===== config.mk =====
export PLATFORM = sky130hd
export DESIGN_NAME = ysyx_23060061_lsu_axil
export DESIGN_NICKNAME = d
export VERILOG_FILES = /design/src/rtl/ysyx_23060061_pkg.sv /design/src/rtl/ysyx_23060061_lsu_align.sv /design/src/rtl/ysyx_23060061_lsu_axil.sv
export SDC_FILE = /design/constraint.sdc
export NUM_CORES = 1
export LEC_CHECK = 0
export BUFFER_PORTS_ARGS = -buffer_cell sky130_fd_sc_hd__buf_2
export CORE_MARGIN = 5
export CORE_UTILIZATION = 50
export DETAILED_ROUTE_END_ITERATION = 12
export PLACE_DENSITY = 0.92
export SYNTH_ARGS = -nofsm -noshare
export SYNTH_HDL_FRONTEND = slang
export SYNTH_HIERARCHICAL = 1
export SYNTH_SLANG_ARGS = --single-unit

===== constraint.sdc =====
create_clock -name clk -period 3.25 [get_ports clk]
set_clock_uncertainty 0.2 [all_clocks]
set_input_delay 0.4875 -clock clk [delete_from_list [all_inputs] [get_ports clk]]
set_output_delay 0.4875 -clock clk [all_outputs]
set_load 0.02 [all_outputs]

===== src/rtl/ysyx_23060061_pkg.sv =====
// Shared encodings for the NPC load/store path: FSM states, access sizes, AXI response codes.
package ysyx_23060061_pkg;

    typedef logic [2:0] state_t;

    localparam state_t ST_IDLE = 3'd0;
    localparam state_t ST_AR   = 3'd1;
    localparam state_t ST_R    = 3'd2;
    localparam state_t ST_AWW  = 3'd3;
    localparam state_t ST_B    = 3'd4;
    localparam state_t ST_DONE = 3'd5;

    localparam logic [1:0] SIZE_B = 2'd0;
    localparam logic [1:0] SIZE_H = 2'd1;
    localparam logic [1:0] SIZE_W = 2'd2;
    localparam logic [1:0] SIZE_D = 2'd3;

    localparam logic [1:0] RESP_OKAY   = 2'b00;
    localparam logic [1:0] RESP_SLVERR = 2'b10;
    localparam logic [1:0] RESP_DECERR = 2'b11;

    // Any non-OKAY response is reported to WBU as an access fault.
    function automatic logic resp_fault(input logic [1:0] resp);
        return resp != RESP_OKAY;
    endfunction

endpackage


===== src/rtl/ysyx_23060061_lsu_align.sv =====
// Byte-lane alignment for the LSU: store strobe/data placement, load shift/extension,
// and the natural-alignment check on incoming requests.
module ysyx_23060061_lsu_align
    import ysyx_23060061_pkg::*;
#(
    parameter int unsigned XLEN = 32,
    localparam int unsigned SW = XLEN / 8,
    localparam int unsigned OB = $clog2(SW)
) (
    input  logic [1:0]      req_size,
    input  logic [OB-1:0]   req_off,
    input  logic [XLEN-1:0] req_wdata,
    input  logic [1:0]      ld_size,
    input  logic            ld_unsigned,
    input  logic [OB-1:0]   ld_off,
    input  logic [XLEN-1:0] ld_raw,
    output logic            misalign_c,
    output logic [SW-1:0]   wstrb_c,
    output logic [XLEN-1:0] wdata_c,
    output logic [XLEN-1:0] rdata_c
);

    logic [SW-1:0]   mask;
    logic [XLEN-1:0] shifted;

    // Request side: lane mask, lane placement, alignment (dword is illegal on a 32-bit bus).
    always_comb begin
        misalign_c = 1'b0;
        mask       = '1;
        case (req_size)
            SIZE_B: mask = SW'(1);
            SIZE_H: begin
                mask       = SW'(3);
                misalign_c = req_off[0];
            end
            SIZE_W: begin
                mask       = SW'(15);
                misalign_c = |req_off[1:0];
            end
            SIZE_D: begin
                mask       = '1;
                misalign_c = (XLEN < 64) || (|req_off);
            end
            default: ;
        endcase
        wstrb_c = mask << req_off;
        wdata_c = req_wdata << {req_off, 3'b000};
    end

    // Response side: bring the addressed lanes down to bit 0 and extend.
    always_comb begin
        shifted = ld_raw >> {ld_off, 3'b000};
        rdata_c = shifted;
        case (ld_size)
            SIZE_B: rdata_c = ld_unsigned ? XLEN'(shifted[7:0])  : XLEN'($signed(shifted[7:0]));
            SIZE_H: rdata_c = ld_unsigned ? XLEN'(shifted[15:0]) : XLEN'($signed(shifted[15:0]));
            SIZE_W: rdata_c = ld_unsigned ? XLEN'(shifted[31:0]) : XLEN'($signed(shifted[31:0]));
            default: ;
        endcase
    end

endmodule


===== src/rtl/ysyx_23060061_lsu_axil.sv =====
// Load/store unit between EXU and WBU: one request at a time, performed as a single
// AXI4-Lite transaction; non-memory instructions bypass straight to WBU.
module ysyx_23060061_lsu_axil
    import ysyx_23060061_pkg::*;
#(
    parameter int unsigned XLEN = 32,
    parameter int unsigned AW   = 32
) (
    input  logic              clk,
    input  logic              rst,
    input  logic              in_valid,
    output logic              in_ready,
    input  logic              in_rd,
    input  logic              in_wr,
    input  logic [1:0]        in_size,
    input  logic              in_unsigned,
    input  logic [AW-1:0]     in_addr,
    input  logic [XLEN-1:0]   in_wdata,
    output logic              out_valid,
    input  logic              out_ready,
    output logic [XLEN-1:0]   out_rdata,
    output logic              out_fault,
    output logic [AW-1:0]     araddr,
    output logic              arvalid,
    input  logic              arready,
    input  logic [XLEN-1:0]   rdata,
    input  logic [1:0]        rresp,
    input  logic              rvalid,
    output logic              rready,
    output logic [AW-1:0]     awaddr,
    output logic              awvalid,
    input  logic              awready,
    output logic [XLEN-1:0]   wdata,
    output logic [XLEN/8-1:0] wstrb,
    output logic              wvalid,
    input  logic              wready,
    input  logic [1:0]        bresp,
    input  logic              bvalid,
    output logic              bready
);

    localparam int unsigned SW = XLEN / 8;
    localparam int unsigned OB = $clog2(SW);

    state_t          state, state_n;
    logic            mem_req, bypass, accept;
    logic [1:0]      ld_size;
    logic            ld_unsigned;
    logic [OB-1:0]   ld_off;
    logic            aw_done, w_done, aw_fin, w_fin;
    logic            misalign_c;
    logic [SW-1:0]   wstrb_c;
    logic [XLEN-1:0] wdata_c, rdata_c;
    logic [AW-1:0]   addr_al;

    assign mem_req = in_rd | in_wr;
    assign bypass  = in_valid & ~mem_req;
    assign accept  = (state == ST_IDLE) && in_valid && mem_req;
    assign aw_fin  = aw_done | (awvalid & awready);
    assign w_fin   = w_done  | (wvalid & wready);
    assign addr_al = {in_addr[AW-1:OB], OB'(0)};

    ysyx_23060061_lsu_align #(.XLEN(XLEN)) u_align (
        .req_size    (in_size),
        .req_off     (in_addr[OB-1:0]),
        .req_wdata   (in_wdata),
        .ld_size     (ld_size),
        .ld_unsigned (ld_unsigned),
        .ld_off      (ld_off),
        .ld_raw      (rdata),
        .misalign_c  (misalign_c),
        .wstrb_c     (wstrb_c),
        .wdata_c     (wdata_c),
        .rdata_c     (rdata_c)
    );

    always_ff @(posedge clk) begin
        if (!rst) state <= ST_IDLE;
        else      state <= state_n;
    end

    always_comb begin
        state_n = state;
        case (state)
            ST_IDLE: if (accept) state_n = misalign_c ? ST_DONE : (in_rd ? ST_AR : ST_AWW);
            ST_AR:   if (arready) state_n = ST_R;
            ST_R:    if (rvalid) state_n = ST_DONE;
            ST_AWW:  if (aw_fin && w_fin) state_n = ST_B;
            ST_B:    if (bvalid) state_n = ST_DONE;
            ST_DONE: if (out_ready) state_n = ST_IDLE;
            default: state_n = ST_IDLE;
        endcase
    end

    // Handshake outputs toward EXU/WBU; the bypass path is purely combinational.
    always_comb begin
        in_ready  = 1'b0;
        out_valid = 1'b0;
        case (state)
            ST_IDLE: begin
                out_valid = bypass;
                in_ready  = bypass ? out_ready : 1'b1;
            end
            ST_DONE: out_valid = 1'b1;
            default: ;
        endcase
    end

    // AXI channel registers and the WBU result; every AXI-facing control is a flop.
    always_ff @(posedge clk) begin
        if (!rst) begin
            araddr      <= '0;
            arvalid     <= 1'b0;
            rready      <= 1'b0;
            awaddr      <= '0;
            awvalid     <= 1'b0;
            wdata       <= '0;
            wstrb       <= '0;
            wvalid      <= 1'b0;
            bready      <= 1'b0;
            aw_done     <= 1'b0;
            w_done      <= 1'b0;
            ld_size     <= '0;
            ld_unsigned <= 1'b0;
            ld_off      <= '0;
            out_rdata   <= '0;
            out_fault   <= 1'b0;
        end else begin
            case (state)
                ST_IDLE: if (accept) begin
                    ld_size     <= in_size;
                    ld_unsigned <= in_unsigned;
                    ld_off      <= in_addr[OB-1:0];
                    out_rdata   <= '0;
                    if (misalign_c) begin
                        out_fault <= 1'b1;
                    end else if (in_rd) begin
                        araddr  <= addr_al;
                        arvalid <= 1'b1;
                    end else begin
                        awaddr  <= addr_al;
                        wdata   <= wdata_c;
                        wstrb   <= wstrb_c;
                        awvalid <= 1'b1;
                        wvalid  <= 1'b1;
                        aw_done <= 1'b0;
                        w_done  <= 1'b0;
                    end
                end
                ST_AR: if (arready) begin
                    arvalid <= 1'b0;
                    rready  <= 1'b1;
                end
                ST_R: if (rvalid) begin
                    rready    <= 1'b0;
                    out_fault <= resp_fault(rresp);
                    out_rdata <= resp_fault(rresp) ? '0 : rdata_c;
                end
                ST_AWW: begin
                    if (awready) awvalid <= 1'b0;
                    if (wready)  wvalid  <= 1'b0;
                    aw_done <= aw_fin;
                    w_done  <= w_fin;
                    if (aw_fin && w_fin) bready <= 1'b1;
                end
                ST_B: if (bvalid) begin
                    bready    <= 1'b0;
                    out_fault <= resp_fault(bresp);
                    out_rdata <= '0;
                end
                ST_DONE: if (out_ready) begin
                    out_rdata <= '0;
                    out_fault <= 1'b0;
                end
                default: ;
            endcase
        end
    end

endmodule


==> results by group, run 1 <==
Detailed routing
  – DRC: 0
  – Starting DRT DRC Count: 779
  – Routed vias: 7,149
  – First-pass DRT Iterations: 5
  – Routed Antenna Nets: 0
  – Routed WL: 21,100 microns
  – Routed wire length per instance: 16.6 microns
  – Vias per Instance: 5.63

Yosys
  – Yosys top cell by area: dfxtp_1
  – Async set or reset register ratio after synthesis: 0
  – Main flop type after synthesis: dfxtp_1
  – Post-synth EDFFs: 0
  – Synth cell types: 53
  – Cells after Synth: 876
  – Post-synthesis sequential area ratio: 0.420
  – Flop and latch count out of synthesis: 144
  – Synthesized area: 6860 sq um
  – Yosys synthesis warning count: 6
  – Ranking of synthesized cells by area: dfxtp_1 42%, a21oi_1 12%, nand2_1 11%
  – Top cell type's share of synthesized area: 0.420
  – Avg Inst Size Synth: 7.83 sq um

Flow run
  – Max-Cap Viols: 0

Worst setup path
  – Worst Setup End Kind: register
  – Startpoint type of the worst setup path: register
  – CP required: 3380 ps
  – Setup CP Type: reg -> reg
  – CP arrival: 2770 ps
  – Crit-path max FO: 31

Timing
  – Period utilization: 0.815
  – Post-route setup TNS: 0 ps
  – Final-report hold violation count: 0
  – Final Critical Period: 2650 ps
  – Worst Tran Pin Value: 1190 ps
  – Rel. slew slack: 0.208
  – Final hold slack: 88.4 ps
  – Final setup vio count: 0
  – Fin. max-slew vios: 0
  – Fmax: 378 MHz
  – Unrepaired setup endpoints after global routing: false

Die
  – Die Ht: 127 microns
  – DIE AREA: 16,200 sq um
  – Starting Density: 0.514
  – # rows: 42
  – Die X: 127 microns
  – Core area: 13,300 sq um
  – IO Pins: 254

Cells and area
  – FILL cells: 1,165
  – Layout cells sized above 1: 0.294
  – Multi-input gate area: 3550 sq um
  – Sequential cell area: 2880 sq um
  – Most common cell after layout, fill and taps aside: buf_2
  – Commonest cells after routing, fill and taps aside: 249 x buf_2, 210 x nand2_1, 164 x a21oi_1
  – Area Growth Syn to Fin: 25.8%
  – Final nets: 1,195

Power
  – Switching Fraction: 0.353
  – Sequential Power Share: 0.354
  – Switch Pwr: 2.02 mW
  – Max VDD drop: 367 uV
  – Clk pwr share: 0.346
  – Pint: 3.69 mW
  – Pwr dens: 662 nW/um^2
  – Combinational Power Share: 0.300
  – Leak: 3.64 nW

GRT
  – All-layer global routing usage: 0.253
  – Largest net degree at the start of global routing: 73
  – First-pass GRT wire length: 33,400 microns
  – Initial antenna violation count: 3
  – Vias in the first global route: 6,698
  – Global route overflow: 0

Clocking
  – Root Driver: clkbuf_16
  – CTS tree: done
  – Clk slew on worst S/H paths: 60 ps
  – Clk buf depth: 2
  – Post-cts resize count: 0
  – # Post-CTS Setup Buffers: 0
  – TritonCTS Buffers: 17
  – CTS H-tree lvls: 4
  – Clk sink count: 144
  – # hold bufs at CTS: 0
  – Clock latency on the worst-skew pair: 410 ps

Place
  – PortBufs: 249
  – Detailed Place HPWL: 14,900 microns
  – GPL Wtd Cong: 0.891

Min path
  – HP Class: in -> reg

Run status
  – Status: completed
[path summary, 6_finish.rpt]
check / from / endpoint / slack (ps) / cells after the start
worst max-delay path: state[0] / araddr[26] / 600 / 4
worst max register to register: state[0] / araddr[26] / 600 / 4
worst min-delay path: awready / awvalid / 90 / 2
worst min register to register: araddr[3] / araddr[3] / 250 / 2
[cells by family after synthesis]
group / synth area share
compound gates: 0.224
buf+inv: 0.0648
flops: 0.420
simple gates: 0.225
other cells: 0.000547
xor+xnor: 0.00128
mux: 0.0646
[critical path, cell delays in order, from the launching register on]
cell and delay (ps):
dfxtp_1 700, or3_1 370, or3_1 950, nand2_1 120, a21oi_1 210
[per-layer routing]
metal	up-vias	track usage	share of wire
li1	3449	-	-
met1	3331	0.312	0.39
met2	317	0.409	0.48
met3	48	0.0801	0.097
met4	4	0.105	0.029
met5	-	0	0.0012
[power groups by stage]
stage | combinational [mW] | clock (mW) | sequential [mW]
final | 1.71 | 1.98 | 2.02
after global routing | 1.87 | 2.08 | 2.04
after CTS | 1.69 | 2.01 | 2.02
after detailed placement | 1.68 | 0 | 2.05
after global placement | 1.66 | 0 | 2.05
after floorplan | 1.25 | 0 | 2.06
[Yosys cell counts (2+ instances only)]
cell type	count
dfxtp_1	144
buf_4	7
a31oi_1	3
clkbuf_1	31
nand4_1	32
o31a_1	3
buf_2	25
a211oi_1	18
nand2b_1	9
clkbuf_2	3
o221a_2	2
nor2_1	29
nor2b_1	19
o21ai_0	38
nor2_4	2
o2bb2ai_1	8
o221ai_4	2
buf_6	9
mux2i_1	39
a21oi_1	164
nand2_1	210
nand3_1	2
mux2_2	2
or3_1	3
o21ai_1	8
buf_1	5
nor3_1	6
or2_2	9
mux2_4	2
nor2_2	2
inv_1	3
and2_1	8
o22ai_1	9
[per-stage QoR]
step | instance area, sq um | std cells | setup slack (ps) | utilization | power, mW
finish | 8630 | 1270 | 603 | 0.647 | 5.71
global route | 8630 | 1270 | 353 | 0.647 | 5.99
CTS | 8630 | 1269 | 602 | 0.646 | 5.72
detailed placement | 8030 | 1238 | 418 | 0.602 | 3.74
global placement | 8030 | 1238 | 547 | 0.602 | 3.71
floorplan | 6870 | 879 | 643 | - | 3.31
[cell type report]
cell class              count  area share
clock buffers              21      0.0533
repair buffers            263       0.158
flip-flops and latches    144       0.334
inverters                   4     0.00203
well taps                 176      0.0255
diodes                      1    0.000290
multi-input cells         651       0.411
clock inverters            10      0.0157
[sequential cells by signal, indices dropped and copies added, names as in the netlist]
signal / flops
aw_done: 1
bready: 1
awaddr: 30
rready: 1
ld_size: 2
araddr: 30
ld_unsigned: 1
state: 3
wvalid: 1
out_fault: 1
w_done: 1
wstrb: 4
ld_off: 2
awvalid: 1
wdata: 32
arvalid: 1
out_rdata: 32
(Power assumes the default switching activity.)
==> run 2: changes to the inputs <==
CORE_UTILIZATION = 45   (was 50)
PLACE_DENSITY = 0.88   (was 0.92)
clock period = 2.2 ns   (was 3.25 ns; I/O delays follow)
==> run 2 against run 1 <==
- non-clock buffer count is 45 higher
- first-iteration DRC count is 2.1% lower
- hold slack worse by 43 ps
- critical endpoint is now out_valid
- utilization is 3.7 points lower
- largest power group unchanged
- register-to-register slack worse by 460 ps
==> results by group, run 2 (synthesis results as in run 1) <==
Die
  – Core area: 15,100 sq um (+13%)
  – IO Pins: 254 (unchanged)
  – Die X: 133 microns (+5.0%)
  – # rows: 45 (+7.1%)
  – DIE AREA: 17,800 sq um (+10%)
  – Die Ht: 133 microns (+5.0%)
  – Starting Density: 0.455 (-0.0593)

Worst setup path
  – Startpoint type of the worst setup path: register
  – Cell-by-cell trace of the critical path: or4_4 > a21oi_2 > buf_4
  – Setup CP Type: reg -> out
  – Worst path slowest cell: or4_4
  – Worst Setup End Kind: output port
  – CP required: 1670 ps (-1710 ps)
  – Crit-path max FO: 9 (-71%)
  – R2R depth: 6 (+2)
  – CP arrival: 1610 ps (-1160 ps)
  – Crit path largest cell delay: 510 ps (-440 ps)

Cells and area
  – FILL cells: 1,294 (+11%)
  – Layout Cells excl Fill: 1,328 (+4.6%)
  – Final nets: 1,240 (+3.8%)
  – Fin area: 9200 sq um (+6.6%)
  – Sequential cell area: 2890 sq um (+0.17%)
  – Commonest cells after routing, fill and taps aside: 248 x buf_2, 210 x nand2_1, 162 x a21oi_1
  – Multi-input gate area: 3600 sq um (+1.4%)
  – Biggest regs: out_rdata: 32 flops, wdata: 32 flops
  – Area Growth Syn to Fin: 34.1%
  – Most common cell after layout, fill and taps aside: buf_2
  – Layout cells sized above 1: 0.302 (+0.00833)

Timing
  – Rel. slew slack: 0.527 (+0.319)
  – Fmax: 467 MHz
  – Worst Tran Pin Value: 709 ps (-480 ps)
  – Post-route setup TNS: 0 ps (unchanged)
  – Period utilization: 0.973
  – Final-report hold violation count: 0 (unchanged)
  – Final setup vio count: 0 (unchanged)
  – Final hold slack: 45.3 ps (-43.0 ps)
  – Fin. max-slew vios: 0 (unchanged)
  – Final Critical Period: 2140 ps
  – Unrepaired setup endpoints after global routing: false

Flow run
  – Max-Cap Viols: 0 (unchanged)

GRT
  – All-layer global routing usage: 0.238 (-0.0147)
  – Vias in the first global route: 6,993 (+4.4%)
  – Largest net degree at the start of global routing: 124 (+70%)
  – Initial antenna violation count: 1 (-2)
  – Global route overflow: 0 (unchanged)
  – First-pass GRT wire length: 35,000 microns (+4.7%)

Power
  – Pwr dens: 945 nW/um^2 (+43%)
  – Leak: 3.87 nW (+6.4%)
  – Max VDD drop: 544 uV (+48%)

Clocking
  – Clock latency on the worst-skew pair: 410 ps (about the same)
  – Clk sink count: 144 (unchanged)
  – CTS H-tree lvls: 4 (unchanged)
  – Root Driver: clkbuf_16
  – CTS tree: done
  – Clk buf depth: 2 (unchanged)
  – Clk slew on worst S/H paths: 60 ps (about the same)
  – TritonCTS Buffers: 17 (unchanged)

Detailed routing
  – Routed vias: 7,482 (+4.7%)
  – Routed wire length per instance: 16.8 microns (+1.2%)
  – Routed Antenna Nets: 0 (unchanged)
  – Starting DRT DRC Count: 763 (-2.1%)
  – DRC: 0 (unchanged)
  – First-pass DRT Iterations: 5 (unchanged)
  – Vias per Instance: 5.63 (about the same)
  – Routed WL: 22,400 microns (+5.9%)

Place
  – Cells after DPL: 1,261 (+1.9%)
  – Detailed Place HPWL: 15,100 microns (+1.4%)
  – GPL Wtd Cong: 0.879 (-1.3%)
  – PortBufs: 249 (unchanged)
  – Post-DP Area: 8230 sq um (+2.5%)

Run status
  – Status: completed

Min path
  – HP Class: in -> reg
  – Hold path depth: 3 (+1)
run 2: changes by cell type in the layout (fill, tap and decap cells not counted), moves of 2 or more:
cell / change
dlygate4sd3_1: +34
buf_12: +6
buf_4: +6
inv_6: +4
clkinv_4: +3
a21oi_1: -2
a21oi_2: +2
clkbuf_1: -2
dfxtp_1: -2
run 2: final cells by class:
class,instances,area share
Timing Repair Buffer,308,0.203
Multi-Input combinational cell,651,0.391
Tap cell,188,0.0256
Antenna cell,1,0.000272
Sequential cell,144,0.314
Clock buffer,18,0.0477
Clock inverter,14,0.0167
Inverter,4,0.00190
run 2: critical path, delay by kind of cell, from the launching register on:
kind | cells | cell delay [ps]
AND/OR/NAND/NOR | 1 | 510
AO/OA/AOI/OAI | 1 | 140
flip-flops | 1 | 380
buffers and inverters | 1 | 160
run 2: worst paths after layout:
| kind | start | to | slack (ps) |
|---|---|---|---|
| setup / recovery | state[0] | out_valid | 60 |
| hold reg to reg | araddr[26] | araddr[26] | 250 |
| hold / removal | in_size[0] | ld_size[0] | 50 |
| setup reg to reg | state[2] | araddr[8] | 140 |
run 2: through the flow:
step | utilization | setup slack (ps) | power, mW
floorplan | - | 9.28 | 4.90
global placement | 0.546 | 127 | 5.60
detailed placement | 0.546 | 109 | 5.66
CTS | 0.608 | 17.9 | 8.63
global route | 0.610 | 13.1 | 9.10
finish | 0.610 | 60.4 | 8.69
run 2: what timing repair did:
item,CTS,global route
pin swaps,1,1
hold buffers,34,0
cloned,0,0
buffers inserted,1,0
endpoints found under the setup margin,1,55
hold endpoints to repair,65,0
gates resized for setup,5,4
run 2: report_power, final:
group,internal [mW],switching (mW)
Sequential,2.78,0.156
Combinational,1.04,1.82
Clock,1.72,1.18
run 2: per-layer routing:
layer  track usage  wire length [microns]  vias up
met2         0.389                  10700      439
met5             0                      0        -
met4         0.114                    766        0
li1              -                      -     3534
met3        0.0642                   1940       75
met1         0.293                   8940     3434
==> run 3: changes to the inputs <==
PLACE_DENSITY = 0.77   (was 0.88)
SLEW_MARGIN = 40   (was unset)
==> run 3 against run 2 <==
- total power is essentially flat
- sequential share of layout area shrank 0.21 points
- final cell count grew 0.45%
- via count shrank 1.9%
- combinational power grew 5%
- critical endpoint unchanged
- largest power group is now combinational logic
- highest routed layer unchanged
==> results by group, run 3 (synthesis results as in run 1) <==
Die
  – Core area: 15,100 sq um (unchanged)
  – Die X: 133 microns (unchanged)
  – Starting Density: 0.455 (unchanged)
  – DIE AREA: 17,800 sq um (unchanged)
  – # rows: 45 (unchanged)
  – Die Ht: 133 microns (unchanged)
  – IO Pins: 254 (unchanged)

Power
  – Max VDD drop: 548 uV (+0.83%)
  – Leak: 3.90 nW (+0.78%)
  – Pwr dens: 939 nW/um^2 (-0.61%)

GRT
  – Global route overflow: 0 (unchanged)
  – Initial antenna violation count: 0 (-1)
  – Met2 Use GR: 0.379 (-0.00931)
  – First-pass GRT wire length: 35,200 microns (+0.77%)
  – All-layer global routing usage: 0.241 (+0.00316)
  – Largest net degree at the start of global routing: 77 (-38%)
  – Met1 usage: 0.307 (+0.0142)
  – GRT Max-Usage Layer: met2
  – Vias in the first global route: 6,935 (-0.83%)
  – GR Layer Usage met3: 0.0736 (+0.00944)

Clocking
  – CTS tree: done
  – TritonCTS Buffers: 17 (unchanged)
  – Root Driver: clkbuf_16
  – Clk sink count: 144 (unchanged)
  – Clk buf depth: 2 (unchanged)
  – CTS H-tree lvls: 4 (unchanged)
  – Clock latency on the worst-skew pair: 410 ps (about the same)
  – Clk slew on worst S/H paths: 60 ps (about the same)

Timing
  – Unrepaired setup endpoints after global routing: true
  – Final-report hold violation count: 0 (unchanged)
  – Final setup vio count: 0 (unchanged)
  – Fmax: 469 MHz (+0.31%)
  – Fin. max-slew vios: 0 (unchanged)
  – Worst Tran Pin Value: 725 ps (+16.7 ps)
  – Rel. slew slack: 0.515 (-0.0112)
  – Period utilization: 0.970 (-0.00297)
  – Final Critical Period: 2130 ps (-6.52 ps)
  – Final hold slack: 17.6 ps (-27.7 ps)

Worst setup path
  – CP top delay family: simple AND/OR/NAND/NOR gates
  – Crit path largest cell delay: 430 ps (-80 ps)
  – Crit-path max FO: 11 (+2)
  – Worst Setup End Kind: output port
  – CP arrival: 1600 ps (about the same)
  – Cell-by-cell trace of the critical path: buf_8 > or4_4 > a21oi_4 > buf_6
  – Startpoint type of the worst setup path: register
  – Buf+Inv Stages, Crit Path: 2 (+1)
  – Worst path slowest cell: or4_4
  – Setup CP Type: reg -> out
  – CP required: 1670 ps (about the same)

Cells and area
  – FILL cells: 1,390 (+7.4%)
  – Final nets: 1,249 (+0.73%)
  – Fin area: 9260 sq um (+0.67%)
  – Antenna cell count: 0 (-1)
  – Commonest cells after routing, fill and taps aside: 248 x buf_2, 210 x nand2_1, 162 x a21oi_1
  – Layout cells sized above 1: 0.305 (+0.00339)
  – Most common cell after layout, fill and taps aside: buf_2
  – Area Growth Syn to Fin: 35.0%
  – Biggest regs: out_rdata: 32 flops, wdata: 32 flops

Min path
  – HP Class: in -> reg

Place
  – Detailed Place HPWL: 15,500 microns (+2.2%)
  – GPL Wtd Cong: 0.894 (+1.7%)
  – PortBufs: 249 (unchanged)
  – Post-DP Area: 8270 sq um (+0.46%)

Detailed routing
  – Routed Antenna Nets: 0 (unchanged)
  – Routed vias: 7,339 (-1.9%)
  – First-pass DRT Iterations: 5 (unchanged)
  – DRC: 0 (unchanged)
  – Starting DRT DRC Count: 499 (-35%)
  – Routed WL: 22,100 microns (-1.2%)
  – Routed wire length per instance: 16.5 microns (-1.7%)
  – Vias per Instance: 5.50 (-2.4%)

Flow run
  – Max-Cap Viols: 0 (unchanged)

Run status
  – Status: completed
-- run 3: changes by cell type in the layout (fill, tap and decap cells not counted), sizes merged --
cell / change
clkbuf: +3
clkinvlp: +2
buf: +10
dlygate4sd3: -1
diode: -1
inv: -5
clkinv: -2
-- run 3: stage by stage --
stage / setup TNS [ps] / worst slack (ps) / utilization / cells / power (mW)
2_1_floorplan: 0 / 9.28 / - / 879 / 4.90
3_3_place_gp: 0 / 135 / 0.548 / 1266 / 5.66
3_5_place_dp: 0 / 102 / 0.548 / 1266 / 5.70
4_1_cts: 0 / 9.31 / 0.611 / 1330 / 8.61
5_1_grt: -2.26 / -2.26 / 0.614 / 1334 / 9.13
6_report: 0 / 67.0 / 0.614 / 1334 / 8.69
-- run 3: final cells by class --
| type | count | area, sq um | share of cell area |
|---|---|---|---|
| Multi-Input combinational cell | 651 | 3600 | 0.389 |
| Timing Repair Buffer | 317 | 1940 | 0.210 |
| Inverter | 4 | 17.5 | 0.00189 |
| Tap cell | 188 | 235 | 0.0254 |
| Clock buffer | 21 | 460 | 0.0497 |
| Sequential cell | 144 | 2890 | 0.312 |
| Clock inverter | 9 | 111 | 0.0120 |
-- run 3: worst paths after layout --
| check | from | endpoint | slack [ps] | depth (start not counted) |
|---|---|---|---|---|
| worst min register to register | araddr[29] | araddr[29] | 250 | 2 |
| worst max register to register | state[2] | araddr[27] | 170 | 6 |
| worst max-delay path | state[0] | out_valid | 70 | 4 |
| worst min-delay path | in_size[1] | ld_size[1] | 20 | 3 |
-- run 3: repair_timing --
action | 4_1_cts | 5_1_grt
endpoints found under the hold margin | 63 | 0
pin swaps | 2 | 2
gates resized for setup | 10 | 3
hold buffers | 33 | 0
buffers inserted | 2 | 4
endpoints found under the setup margin | 1 | 68
-- run 3: layer usage --
layer | wire [microns] | vias up
li1 | - | 3552
met1 | 8970 | 3378
met2 | 10300 | 349
met3 | 2020 | 60
met4 | 745 | 0
met5 | 0 | -
-- run 3: tightest hold or removal path: stages --
cell     delay, ps
buf_2          120
mux2i_1         70
nor2_1          70
-- run 3: where the power goes --
| group | switching (mW) | total, mW | internal [mW] |
|---|---|---|---|
| combinational | 1.87 | 3.00 | 1.14 |
| clock | 1.08 | 2.80 | 1.72 |
| sequential | 0.119 | 2.90 | 2.78 |
